## src/rtl/hydra_arb_pkg.sv

```systemverilog
// ============================================================================
// Module      : hydra_arb_pkg
// Description : Shared constants and FSM state encoding for the SRAM read
//               arbiter (port count, field widths, watchdog limit).
// Revision    : 1.0 - initial release
// ============================================================================
`default_nettype none

package hydra_arb_pkg;

    localparam int PORT_NUM   = 16;
    localparam int PORT_W     = 4;
    localparam int LEN_W      = 6;
    localparam int WDOG_LIMIT = 255;
    localparam int WDOG_W     = 8;

    typedef enum logic [0:0] {
        IDLE  = 1'b0,
        BURST = 1'b1
    } arb_state_e;

endpackage : hydra_arb_pkg

`default_nettype wire

```

## src/rtl/sram_rd_arbiter_if.sv

```systemverilog
// ============================================================================
// Module      : sram_rd_arbiter_if
// Description : Request/grant/beat signal bundle between the requesting ports
//               and the SRAM read arbiter. The master side drives requests and
//               SRAM readiness; the slave side (the arbiter) drives grants.
// Revision    : 1.0 - initial release
// ============================================================================
`default_nettype none

interface sram_rd_arbiter_if #(
    parameter int PORT_NUM = hydra_arb_pkg::PORT_NUM,
    parameter int LEN_W    = hydra_arb_pkg::LEN_W
) ();
    import hydra_arb_pkg::*;

    logic [PORT_NUM-1:0]       rd_req;
    logic [PORT_NUM*LEN_W-1:0] rd_len;
    logic                      sram_ready;
    logic                      grant_valid;
    logic [PORT_W-1:0]         grant_port;
    logic [PORT_NUM-1:0]       grant_onehot;
    logic                      beat_fire;
    logic [LEN_W-1:0]          beat_idx;
    logic                      burst_done;
    logic                      burst_abort;

    modport master (
        output rd_req, rd_len, sram_ready,
        input  grant_valid, grant_port, grant_onehot, beat_fire,
               beat_idx, burst_done, burst_abort
    );

    modport slave (
        input  rd_req, rd_len, sram_ready,
        output grant_valid, grant_port, grant_onehot, beat_fire,
               beat_idx, burst_done, burst_abort
    );

endinterface : sram_rd_arbiter_if

`default_nettype wire

```

## src/rtl/rr_select_16.sv

```systemverilog
// ============================================================================
// Module      : rr_select_16
// Description : Combinational rotating-priority picker. Returns the first set
//               request bit found scanning upward from (rr_ptr+1) with wrap.
// Revision    : 1.0 - initial release
// ============================================================================
`default_nettype none

module rr_select_16 #(
    parameter int PORT_NUM = hydra_arb_pkg::PORT_NUM,
    parameter int PORT_W   = hydra_arb_pkg::PORT_W
) (
    input  logic [PORT_NUM-1:0] req_i,
    input  logic [PORT_W-1:0]   rr_ptr_i,
    output logic                found_o,
    output logic [PORT_W-1:0]   index_o
);
    import hydra_arb_pkg::*;

    // Scan farthest-first so the nearest requester after rr_ptr overwrites last
    always_comb begin
        int                pos;
        logic [PORT_W-1:0] pos_w;
        found_o = 1'b0;
        index_o = '0;
        pos     = 0;
        pos_w   = '0;
        for (int k = PORT_NUM; k >= 1; k--) begin
            pos   = (int'(rr_ptr_i) + k) % PORT_NUM;
            pos_w = PORT_W'(pos);
            if (req_i[pos_w]) begin
                found_o = 1'b1;
                index_o = pos_w;
            end
        end
    end

endmodule : rr_select_16

`default_nettype wire

```

## src/rtl/sram_rd_arbiter.sv

```systemverilog
// ============================================================================
// Module      : sram_rd_arbiter
// Description : Round-robin arbiter granting whole read bursts on a single
//               SRAM read port. A burst is frozen once granted and advances
//               one beat per cycle in which the SRAM is ready.
//               Optional watchdog (macro SRAM_RD_ARB_WDOG_EN) aborts a burst
//               after 255 consecutive stalled cycles.
// Revision    : 1.0 - initial release
// ============================================================================
`default_nettype none

module sram_rd_arbiter #(
    parameter int PORT_NUM = hydra_arb_pkg::PORT_NUM,
    parameter int LEN_W    = hydra_arb_pkg::LEN_W
) (
    input  logic             clk,
    input  logic             rst_n,
    sram_rd_arbiter_if.slave bus
);
    import hydra_arb_pkg::*;

    // rd_len == 0 encodes the maximum burst of 2^LEN_W beats
    localparam logic [LEN_W:0] REM_FULL = {1'b1, {LEN_W{1'b0}}};
    localparam logic [LEN_W:0] REM_ONE  = {{LEN_W{1'b0}}, 1'b1};

    arb_state_e           state_q;
    logic [PORT_W-1:0]    rr_ptr_q;
    logic [PORT_W-1:0]    grant_port_q;
    logic [PORT_NUM-1:0]  grant_onehot_q;
    logic [LEN_W:0]       remaining_q;
    logic [LEN_W-1:0]     beat_idx_q;

    logic                 w_pick_found;
    logic [PORT_W-1:0]    w_pick_idx;
    logic [LEN_W-1:0]     w_pick_len;
    logic [PORT_NUM-1:0]  w_pick_onehot;
    logic [LEN_W:0]       w_pick_remaining;
    logic                 w_in_burst;
    logic                 w_beat_fire;
    logic                 w_last_beat;
    logic                 w_abort;

    rr_select_16 #(
        .PORT_NUM (PORT_NUM),
        .PORT_W   (PORT_W)
    ) u_rr_select (
        .req_i    (bus.rd_req),
        .rr_ptr_i (rr_ptr_q),
        .found_o  (w_pick_found),
        .index_o  (w_pick_idx)
    );

    // Decode the picked port into its burst length and one-hot grant vector
    always_comb begin
        w_pick_len    = '0;
        w_pick_onehot = '0;
        for (int p = 0; p < PORT_NUM; p++) begin
            if (w_pick_idx == PORT_W'(p)) begin
                w_pick_len       = bus.rd_len[p*LEN_W +: LEN_W];
                w_pick_onehot[p] = 1'b1;
            end
        end
        w_pick_remaining = (w_pick_len == '0) ? REM_FULL : {1'b0, w_pick_len};
    end

    assign w_in_burst  = (state_q == BURST);
    assign w_beat_fire = w_in_burst & bus.sram_ready;
    assign w_last_beat = w_beat_fire & (remaining_q == REM_ONE);

`ifdef SRAM_RD_ARB_WDOG_EN
    logic [WDOG_W-1:0] wdog_q;

    // The abort fires on the 255th consecutive stalled cycle of a burst
    assign w_abort = w_in_burst & ~bus.sram_ready
                   & (wdog_q == WDOG_W'(WDOG_LIMIT - 1));

    // Count consecutive stalled burst cycles; any accepted beat restarts it
    always_ff @(posedge clk or negedge rst_n) begin
        if (!rst_n) begin
            wdog_q <= '0;
        end else if (!w_in_burst || w_beat_fire || w_abort) begin
            wdog_q <= '0;
        end else begin
            wdog_q <= wdog_q + 1'b1;
        end
    end
`else
    assign w_abort = 1'b0;
`endif

    // Arbitration FSM: pick in IDLE, hold the grant frozen through BURST
    always_ff @(posedge clk or negedge rst_n) begin
        if (!rst_n) begin
            state_q        <= IDLE;
            rr_ptr_q       <= PORT_W'(PORT_NUM - 1);
            grant_port_q   <= '0;
            grant_onehot_q <= '0;
            remaining_q    <= '0;
            beat_idx_q     <= '0;
        end else begin
            case (state_q)
                IDLE: begin
                    if (w_pick_found) begin
                        state_q        <= BURST;
                        grant_port_q   <= w_pick_idx;
                        grant_onehot_q <= w_pick_onehot;
                        remaining_q    <= w_pick_remaining;
                        beat_idx_q     <= '0;
                    end
                end
                BURST: begin
                    if (w_last_beat || w_abort) begin
                        state_q        <= IDLE;
                        rr_ptr_q       <= grant_port_q;
                        grant_onehot_q <= '0;
                        remaining_q    <= '0;
                        beat_idx_q     <= '0;
                    end else if (w_beat_fire) begin
                        remaining_q    <= remaining_q - 1'b1;
                        beat_idx_q     <= beat_idx_q + 1'b1;
                    end
                end
                default: begin
                    state_q <= IDLE;
                end
            endcase
        end
    end

    assign bus.grant_valid  = w_in_burst;
    assign bus.grant_port   = grant_port_q;
    assign bus.grant_onehot = grant_onehot_q & {PORT_NUM{w_in_burst}};
    assign bus.beat_fire    = w_beat_fire;
    assign bus.beat_idx     = beat_idx_q;
    assign bus.burst_done   = w_last_beat;
    assign bus.burst_abort  = w_abort;

endmodule : sram_rd_arbiter

`default_nettype wire

```

## src/flat_wrapper.sv

```systemverilog
// flat-port wrapper written by rule: the top's interface ports become plain ports
module sram_rd_arbiter_flat import hydra_arb_pkg::*;
#(
    parameter int PORT_NUM = hydra_arb_pkg::PORT_NUM,
    parameter int LEN_W    = hydra_arb_pkg::LEN_W
)
  (clk, rst_n, bus_rd_req, bus_rd_len, bus_sram_ready, bus_grant_valid, bus_grant_port, bus_grant_onehot, bus_beat_fire, bus_beat_idx, bus_burst_done, bus_burst_abort);
  sram_rd_arbiter_if #(.PORT_NUM(PORT_NUM), .LEN_W(LEN_W)) bus_i ();
  input  logic clk;
  input  logic rst_n;
  input wire logic [$bits(bus_i.rd_req)-1:0] bus_rd_req;
  input wire logic [$bits(bus_i.rd_len)-1:0] bus_rd_len;
  input wire logic [$bits(bus_i.sram_ready)-1:0] bus_sram_ready;
  output wire logic [$bits(bus_i.grant_valid)-1:0] bus_grant_valid;
  output wire logic [$bits(bus_i.grant_port)-1:0] bus_grant_port;
  output wire logic [$bits(bus_i.grant_onehot)-1:0] bus_grant_onehot;
  output wire logic [$bits(bus_i.beat_fire)-1:0] bus_beat_fire;
  output wire logic [$bits(bus_i.beat_idx)-1:0] bus_beat_idx;
  output wire logic [$bits(bus_i.burst_done)-1:0] bus_burst_done;
  output wire logic [$bits(bus_i.burst_abort)-1:0] bus_burst_abort;
  assign bus_i.rd_req = bus_rd_req;
  assign bus_i.rd_len = bus_rd_len;
  assign bus_i.sram_ready = bus_sram_ready;
  assign bus_grant_valid = bus_i.grant_valid;
  assign bus_grant_port = bus_i.grant_port;
  assign bus_grant_onehot = bus_i.grant_onehot;
  assign bus_beat_fire = bus_i.beat_fire;
  assign bus_beat_idx = bus_i.beat_idx;
  assign bus_burst_done = bus_i.burst_done;
  assign bus_burst_abort = bus_i.burst_abort;
  sram_rd_arbiter #(.PORT_NUM(PORT_NUM), .LEN_W(LEN_W)) u_core (.clk(clk), .rst_n(rst_n), .bus(bus_i));
endmodule
```

## config.mk

```make
export PLATFORM = sky130hd
export DESIGN_NAME = sram_rd_arbiter_flat
export DESIGN_NICKNAME = d
export VERILOG_FILES = /design/src/rtl/hydra_arb_pkg.sv /design/src/rtl/sram_rd_arbiter_if.sv /design/src/rtl/rr_select_16.sv /design/src/rtl/sram_rd_arbiter.sv /design/src/flat_wrapper.sv
export SDC_FILE = /design/constraint.sdc
export NUM_CORES = 1
export LEC_CHECK = 0
export BUFFER_PORTS_ARGS = -buffer_cell sky130_fd_sc_hd__buf_4
export CAP_MARGIN = 10
export CORE_MARGIN = 8
export CORE_UTILIZATION = 45
export DETAILED_ROUTE_END_ITERATION = 8
export PLACE_DENSITY = 0.73
export SLEW_MARGIN = 20
export SYNTH_ARGS = -nofsm -noshare
export SYNTH_HDL_FRONTEND = slang
export SYNTH_SLANG_ARGS = --single-unit
export TNS_END_PERCENT = 20
```

## constraint.sdc

```tcl
create_clock -name clk -period 5.5 [get_ports clk]
set_input_delay 0.825 -clock clk [delete_from_list [all_inputs] [get_ports clk]]
set_output_delay 0.825 -clock clk [all_outputs]
set_load 0.1 [all_outputs]
```

==> flow_summary_export.csv, run 1 <==
group,metric,value,unit
yosys,synth_top_area_share,0.1557,
setup_path,r2r_end,"u_core.remaining_q[1]$_DFFE_PN0P_",
routing,avgRoutedWirePerCell,23.62,µm
routing,viasPerCell,6.562,
run_status,status,"complete, no violations",
routing,drc,0,
timing,slew_violations,0,
grt,grt_pass1_vias,6127,
grt,use_met1,0.3554,
timing,hold_viol,0,
routing,drt_iter0_drc,585,
yosys,synthTopCellsByCount,"mux2i_1, nand2_1, nor2_1",
clock_tree,post-cts-setup-buffers,0,
yosys,postSynth.asyncResetShare,1.000,
clock_tree,root_buffer,"clkbuf_16",
yosys,syn_area_per_cell,8.562,µm²
yosys,synth_most_common_cell,"mux2i_1",
placed_design,post-dp-hpwl,17.29,mm
routing,ant_nets,0,
grt,antenna_found_initial,0,
yosys,synth_edf_count,0,
grt,grt-busiest-layer,"met2",
yosys,ys_seq_area_frac,0.1750,
floorplanning,fp.dieW,126.2,µm
yosys,ys_types,87,
timing,slew_headroom,0.3345,
layout,diodes,0,
setup_path,cp_slowest_stage_delay,730,ps
yosys,synth_nets,763,
setup_path,path_buf_inv,2,
layout,final_area,0.007017,mm²
layout,finalNetCount,902,
clock_tree,clkSinkCount,38,
floorplanning,ios,145,
clock_tree,cts_max_path_buffers,2,
yosys,yosysWarningCount,0,
timing,fin_crit,5227,ps
flow_run,drv_cap,0,
placed_design,place.gp.congestion,0.9404,
floorplanning,start_util,0.4586,
clock_tree,cts_max_level,2,
min_path,hp-class,"reg -> reg",
timing,hold_slack,488.6,ps
grt,grt_pass1_wl,33.87,mm
grt,grt_usage,0.2622,
clock_tree,ctsResizeCount,0,
grt,grt_max_degree,44,
placed_design,portBuffers,143,
setup_path,crit_chain,"buf_12 -> ha_1 -> xnor2_2 -> mux2_2 -> o2bb2ai_1 -> a211o_1 -> or4b_4 -> a31oi_2 -> nand4_2 -> o21ai_4 -> buf_12 -> mux2i_1 -> o221ai_2 -> nor4_2 -> or3b_1 -> a22o_1",
timing,fin_setup_tns,0,ps
min_path,whs_path_depth,1,
min_path,min-delay-start,"u_core.grant_onehot_q[5]$_DFFE_PN0P_",
timing,worst_pin_slew,990.0,ps
floorplanning,num_rows,40,
clock_tree,clkLatencyLatePin,280,ps
routing,dr_total_vias,6070,
routing,firstDrtPassIters,6,
timing,fmax,0.1913,GHz
yosys,netlist_instances,638,
min_path,hold_end,"u_core.grant_onehot_q[5]$_DFFE_PN0P_",
clock_tree,cts_tree,"built",
grt,use_met2,0.4325,
routing,wl,21.85,mm
setup_path,cp_max_fo,43,
timing,setup_viol,0,
setup_path,worstSetupEndpointType,"register",
grt,gr-usage-met3,0.03924,
setup_path,cp_top_family,"simple AND/OR/NAND/NOR gates",
yosys,ys.flop_type,"dfrtp_1",
setup_path,crit_top_cell,"buf_12",
grt,overflow,0,
floorplanning,die_h,126.2,µm
floorplanning,core-area,0.01191,mm²
setup_path,cp-start-kind,"register",
yosys,synth-seq-cells,38,
timing,min_period_over_period,0.9503,
clock_tree,hold_buffers,0,
floorplanning,dieArea,0.01592,mm²
setup_path,rr_worst_depth,16,
placed_design,placed_area,0.006834,mm²
yosys,synthTopCellsByArea,"dfrtp_1, mux4_2, mux2i_1",
setup_path,worstPathRequired,5670,ps
clock_tree,numCtsBuffers,5,
setup_path,ff2ff_setup_slack,270,ps
setup_path,timing.rr.start,"u_core.rr_ptr_q[0]$_DFFE_PN1P_",
timing,clock_skew,4.408,ps
setup_path,crit_arrival,5390,ps
yosys,syn_area,0.005463,mm²
clock_tree,clk_pin_slew_worst_paths,50,ps
layout,drive_gt1_frac,0.3548,
layout,utilization,0.5891,
timing,rsz0062_at_grt,"false",
setup_path,crit_type,"reg -> reg",
setup_path,cp_slowest_cell,"xnor2_2",
layout,synthToLayoutAreaGrowth,28.45,%
yosys,synth_top_area_cell,"dfrtp_1",
-- stage by stage --
| stage | worst slack [ps] | cells |
|---|---|---|
| 6_report | 273.1 | 925 |
| 5_1_grt | 72.97 | 925 |
| 4_1_cts | 153.2 | 925 |
| 3_5_place_dp | 195.4 | 917 |
| 3_3_place_gp | 199.7 | 917 |
| 2_1_floorplan | 130.8 | 638 |
-- flip-flops by register name (all words and copies together), names as in the netlist --
| name | flops |
|---|---|
| u_core.grant_onehot_q | 16 |
| u_core.remaining_q | 7 |
| u_core.bus.beat_idx | 6 |
| u_core.bus.grant_port | 4 |
| u_core.rr_ptr_q | 4 |
| u_core.bus.grant_valid | 1 |
-- cell usage in the layout, fill, tap and decap left out, types with 6 or more instances in the layout --
master / count
mux2_2: 33
nand2_1: 50
buf_4: 178
or3_1: 6
o2bb2ai_1: 7
a21oi_1: 24
ha_1: 9
nand2b_1: 10
o21ai_0: 27
nor2b_1: 11
a21boi_0: 6
dfrtp_1: 34
inv_1: 13
and3_1: 9
mux2i_1: 51
nor3_1: 17
a22o_1: 20
nand3_1: 20
a31oi_1: 10
mux4_2: 23
nor2_1: 38
and2_1: 26
a22oi_1: 6
-- metal layers --
layer,routed length [µm],up-vias
met5,0,-
met4,291,0
met3,1619,27
met2,10350,306
met1,9591,3001
li1,-,2736
-- worst reg2reg max path: stages, from the launching register on --
cell and delay, ps:
dfstp_2 380, buf_12 190, ha_1 320, xnor2_2 730
mux2_2 330, o2bb2ai_1 70, a211o_1 330, or4b_4 510
a31oi_2 200, nand4_2 170, o21ai_4 220, buf_12 220
mux2i_1 380, o221ai_2 140, nor4_2 340, or3b_1 390
a22o_1 180
-- logic make-up (layout without fill, tap and decap cells) --
group / count (synthesis) / count (layout) / synth area share
AOI/OAI and AO/OA: 181 / 181 / 0.2483
xor gates and xnor gates: 11 / 11 / 0.01901
adders and majority gates: 10 / 10 / 0.02290
buffers and inverters: 65 / 205 / 0.05818
DFF: 38 / 38 / 0.1750
muxes: 108 / 108 / 0.2590
other: 1 / 1 / 0.0006865
and+or+nand+nor: 224 / 224 / 0.2169
-- worst max path at each step --
stage                                    from                                 to  depth (start not counted)
5_1_grt        u_core.rr_ptr_q[2]$_DFFE_PN1P_  u_core.remaining_q[0]$_DFFE_PN0P_                         17
2_1_floorplan  u_core.rr_ptr_q[1]$_DFFE_PN1P_  u_core.remaining_q[1]$_DFFE_PN0P_                         20
3_5_place_dp   u_core.rr_ptr_q[2]$_DFFE_PN1P_  u_core.remaining_q[0]$_DFFE_PN0P_                         17
6_report       u_core.rr_ptr_q[0]$_DFFE_PN1P_  u_core.remaining_q[1]$_DFFE_PN0P_                         16
4_1_cts        u_core.rr_ptr_q[2]$_DFFE_PN1P_  u_core.remaining_q[0]$_DFFE_PN0P_                         17
3_3_place_gp   u_core.rr_ptr_q[2]$_DFFE_PN1P_  u_core.remaining_q[2]$_DFFE_PN0P_                         15
-- final cells by class --
cell class | instances | area, µm²
Clock buffer | 5 | 125.1
Clock inverter | 3 | 40.04
Fill cell | 1070 | 4895
Inverter | 14 | 52.55
Multi-Input combinational cell | 535 | 4223
Sequential cell | 38 | 955.9
Tap cell | 147 | 183.9
Timing Repair Buffer | 183 | 1436
Power of run 1 is not shown: default switching activity piles up to over one toggle a cycle in this logic, so the estimate is an artifact.
==> run 2: changes to the inputs <==
CORE_ASPECT_RATIO = 0.7   (was default)
PLACE_DENSITY = 0.74   (was 0.73)
SYNTH_HIERARCHICAL = 1   (was default)
==> flow_summary_export.csv, run 2 <==
group,metric,value,unit
timing,setup_viol,0,
routing,viasPerCell,6.190,
power_and_ir_drop,seq_power_share,0.121,
routing,firstDrtPassIters,6,
yosys,ys.flop_type,"dfrtp_1",
clock_tree,cts_tree,"built",
power_and_ir_drop,peakVddDrop,0.0002486,V
yosys,ys_seq_area_frac,0.1925,
layout,drive_gt1_frac,0.3583,
floorplanning,num_rows,32,
setup_path,worstPathRequired,5710,ps
routing,wl,19.09,mm
yosys,netlist_instances,600,
grt,overflow,0,
timing,clock_skew,3.444,ps
min_path,min-delay-start,"u_core/grant_onehot_q[4]$_DFFE_PN0P_",
yosys,synth_edf_count,0,
power_and_ir_drop,pwr-share-clk,0.088,
timing,setup_ws,173.0,ps
clock_tree,clk_pin_slew_worst_paths,60,ps
timing,min_period_over_period,0.9685,
timing,fin_crit,5327,ps
yosys,synthTopCellsByCount,"nand2_1, nor2_1, dfrtp_1",
floorplanning,dieArea,0.01470,mm²
clock_tree,cts_max_path_buffers,2,
clock_tree,root_buffer,"clkbuf_16",
placed_design,post-dp-hpwl,15.42,mm
power_and_ir_drop,p_int,1.680,mW
floorplanning,die_h,103.9,µm
setup_path,rr_worst_depth,18,
routing,avgRoutedWirePerCell,20.87,µm
min_path,hold_end,"u_core/grant_onehot_q[4]$_DFFE_PN0P_",
power_and_ir_drop,finalPower,3.633,mW
floorplanning,core-area,0.01089,mm²
yosys,synthTopCellsByArea,"dfrtp_1, mux4_2, nand2_1",
routing,drt_iter0_drc,565,
yosys,synth-seq-cells,38,
layout,diodes,0,
yosys,syn_area,0.004965,mm²
power_and_ir_drop,p_comb_frac,0.792,
routing,drc,0,
yosys,ys_types,83,
layout,largest_reg_flops,16,
placed_design,dp_slack,-42.03,ps
timing,slew_headroom,0.5061,
placed_design,place.gp.congestion,0.9897,
power_and_ir_drop,switching_share,0.5376,
clock_tree,clkLatencyLatePin,280,ps
timing,hold_viol,0,
yosys,synth_nets,725,
power_and_ir_drop,p_sw,1.953,mW
layout,final_common_cell,"buf_4",
layout,layout_common_cells,"buf_4, nand2_1, nor2_1",
yosys,synth_top_area_share,0.1714,
timing,rsz0062_at_grt,"true",
setup_path,cp_max_fo,16,
grt,antenna_found_initial,0,
clock_tree,numCtsBuffers,5,
setup_path,worstSetupEndpointType,"register",
yosys,syn_area_per_cell,8.275,µm²
yosys,synth_most_common_cell,"nand2_1",
setup_path,crit_arrival,5540,ps
setup_path,crit_type,"reg -> reg",
setup_path,ff2ff_setup_slack,170,ps
min_path,whs_path_depth,2,
yosys,yosysWarningCount,6,
power_and_ir_drop,power_density,544.6,mW/mm²
clock_tree,clkSinkCount,38,
power_and_ir_drop,p_leak,2.930,nW
setup_path,cp-start-kind,"register",
timing,hold_slack,468.8,ps
layout,finalNetCount,886,
routing,ant_nets,0,
grt,grt_max_degree,39,
floorplanning,ios,145,
clock_tree,hold_buffers,0,
layout,utilization,0.6126,
min_path,hp-class,"reg -> reg",
timing,worst_pin_slew,720.2,ps
yosys,postSynth.asyncResetShare,1.000,
layout,fillers,972,
grt,grt_usage,0.2476,
grt,grt_pass1_vias,5360,
clock_tree,post-cts-setup-buffers,0,
floorplanning,start_util,0.4559,
yosys,synth_top_area_cell,"dfrtp_1",
timing,fmax,0.1877,GHz
setup_path,timing.rr.start,"u_core/rr_ptr_q[0]$_DFFE_PN1P_",
clock_tree,cts_max_level,2,
run_status,status,"complete, no violations",
routing,dr_total_vias,5664,
setup_path,r2r_end,"u_core/remaining_q[5]$_DFFE_PN0P_",
grt,grt_pass1_wl,29.41,mm
timing,slew_violations,0,
layout,synthToLayoutAreaGrowth,34.38,%
flow_run,drv_cap,0,
placed_design,portBuffers,143,
floorplanning,fp.dieW,141.5,µm
layout,largest_register,"u_core/grant_onehot_q",
-- run 2: cell types whose count changed in the layout (fill, tap and decap cells not counted), sizes merged, moves of 7 or more --
cell,delta
a22o,-19
o41ai,+9
o21ai,-7
nor3,-8
o31ai,+9
nand2,+32
mux2,-18
mux2i,-18
buf,+14
o22ai,+9
inv,+8
-- run 2: power groups by stage --
stage	Sequential (mW)	Combinational [mW]	Clock (mW)
after global routing	0.450	3.05	0.334
after global placement	0.435	2.76	0
after detailed placement	0.439	2.79	0
after CTS	0.436	2.80	0.322
final	0.439	2.88	0.318
after floorplan	0.641	1.67	0
-- run 2: final cells by class --
class / count / area [µm²] / area share
Inverter: 21 / 78.83 / 0.01182
Tap cell: 153 / 191.4 / 0.02869
Timing Repair Buffer: 197 / 1520 / 0.2279
Sequential cell: 38 / 955.9 / 0.1433
Clock buffer: 5 / 125.1 / 0.01875
Clock inverter: 3 / 40.04 / 0.006001
Multi-Input combinational cell: 498 / 3760 / 0.5636
-- run 2: logic make-up after synthesis --
family / after synthesis / synth area share
simple gates: 228 / 0.2311
buf+inv: 64 / 0.05998
mux: 71 / 0.2067
xor+xnor: 17 / 0.03301
flops: 38 / 0.1925
fa+ha+maj: 10 / 0.02520
other cells: 1 / 0.0007553
compound gates: 171 / 0.2508
-- run 2: per-stage QoR --
step / TNS [ps] / cells / instance area [µm²]
floorplan: 0 / 600 / 4966
global placement: 0 / 907 / 6475
detailed placement: -42.03 / 907 / 6475
CTS: 0 / 915 / 6643
global route: -41.13 / 915 / 6671
finish: 0 / 915 / 6671
-- run 2: worst max-delay path, stage by stage (launching register included) --
cell and delay, ps:
dfstp_2 540, inv_1 70, ha_4 370, mux4_2 590, mux4_2 570, or2_1 300
a2111oi_2 360, nor4_2 100, nor3_2 250, buf_4 170, a211oi_4 90, buf_12 160
buf_4 170, nand2b_1 140, a311oi_1 440, a32oi_1 200, a22oi_1 400, and3_1 220
a221o_1 110
-- run 2: per-layer routing --
layer / up-vias / GRT usage / wire, µm / share of wire
met5: - / 0 / 0 / 0
met4: 0 / 0.03972 / 229 / 0.012
met3: 26 / 0.06144 / 2005 / 0.11
met2: 315 / 0.3663 / 8233 / 0.43
met1: 2724 / 0.3593 / 8625 / 0.45
li1: 2599 / - / - / -
-- run 2: timing repair --
item	CTS	global route
endpoints found under the setup margin	1	4
gates resized for setup	1	5
gates cloned	0	0
pin swaps	0	1
-- run 2: worst max path at each step --
stage | depth (start not counted) | end | start | slack [ps]
5_1_grt | 16 | u_core/remaining_q[6]$_DFFE_PN0P_ | u_core/rr_ptr_q[0]$_DFFE_PN1P_ | -30
6_report | 18 | u_core/remaining_q[5]$_DFFE_PN0P_ | u_core/rr_ptr_q[0]$_DFFE_PN1P_ | 170
4_1_cts | 16 | u_core/remaining_q[6]$_DFFE_PN0P_ | u_core/rr_ptr_q[1]$_DFFE_PN1P_ | 20
3_5_place_dp | 16 | u_core/remaining_q[6]$_DFFE_PN0P_ | u_core/rr_ptr_q[0]$_DFFE_PN1P_ | -40
2_1_floorplan | 20 | u_core/remaining_q[6]$_DFFE_PN0P_ | u_core/rr_ptr_q[0]$_DFFE_PN1P_ | 50
3_3_place_gp | 16 | u_core/remaining_q[6]$_DFFE_PN0P_ | u_core/rr_ptr_q[0]$_DFFE_PN1P_ | 120
Note: power is estimated with default switching activity, not from simulation.
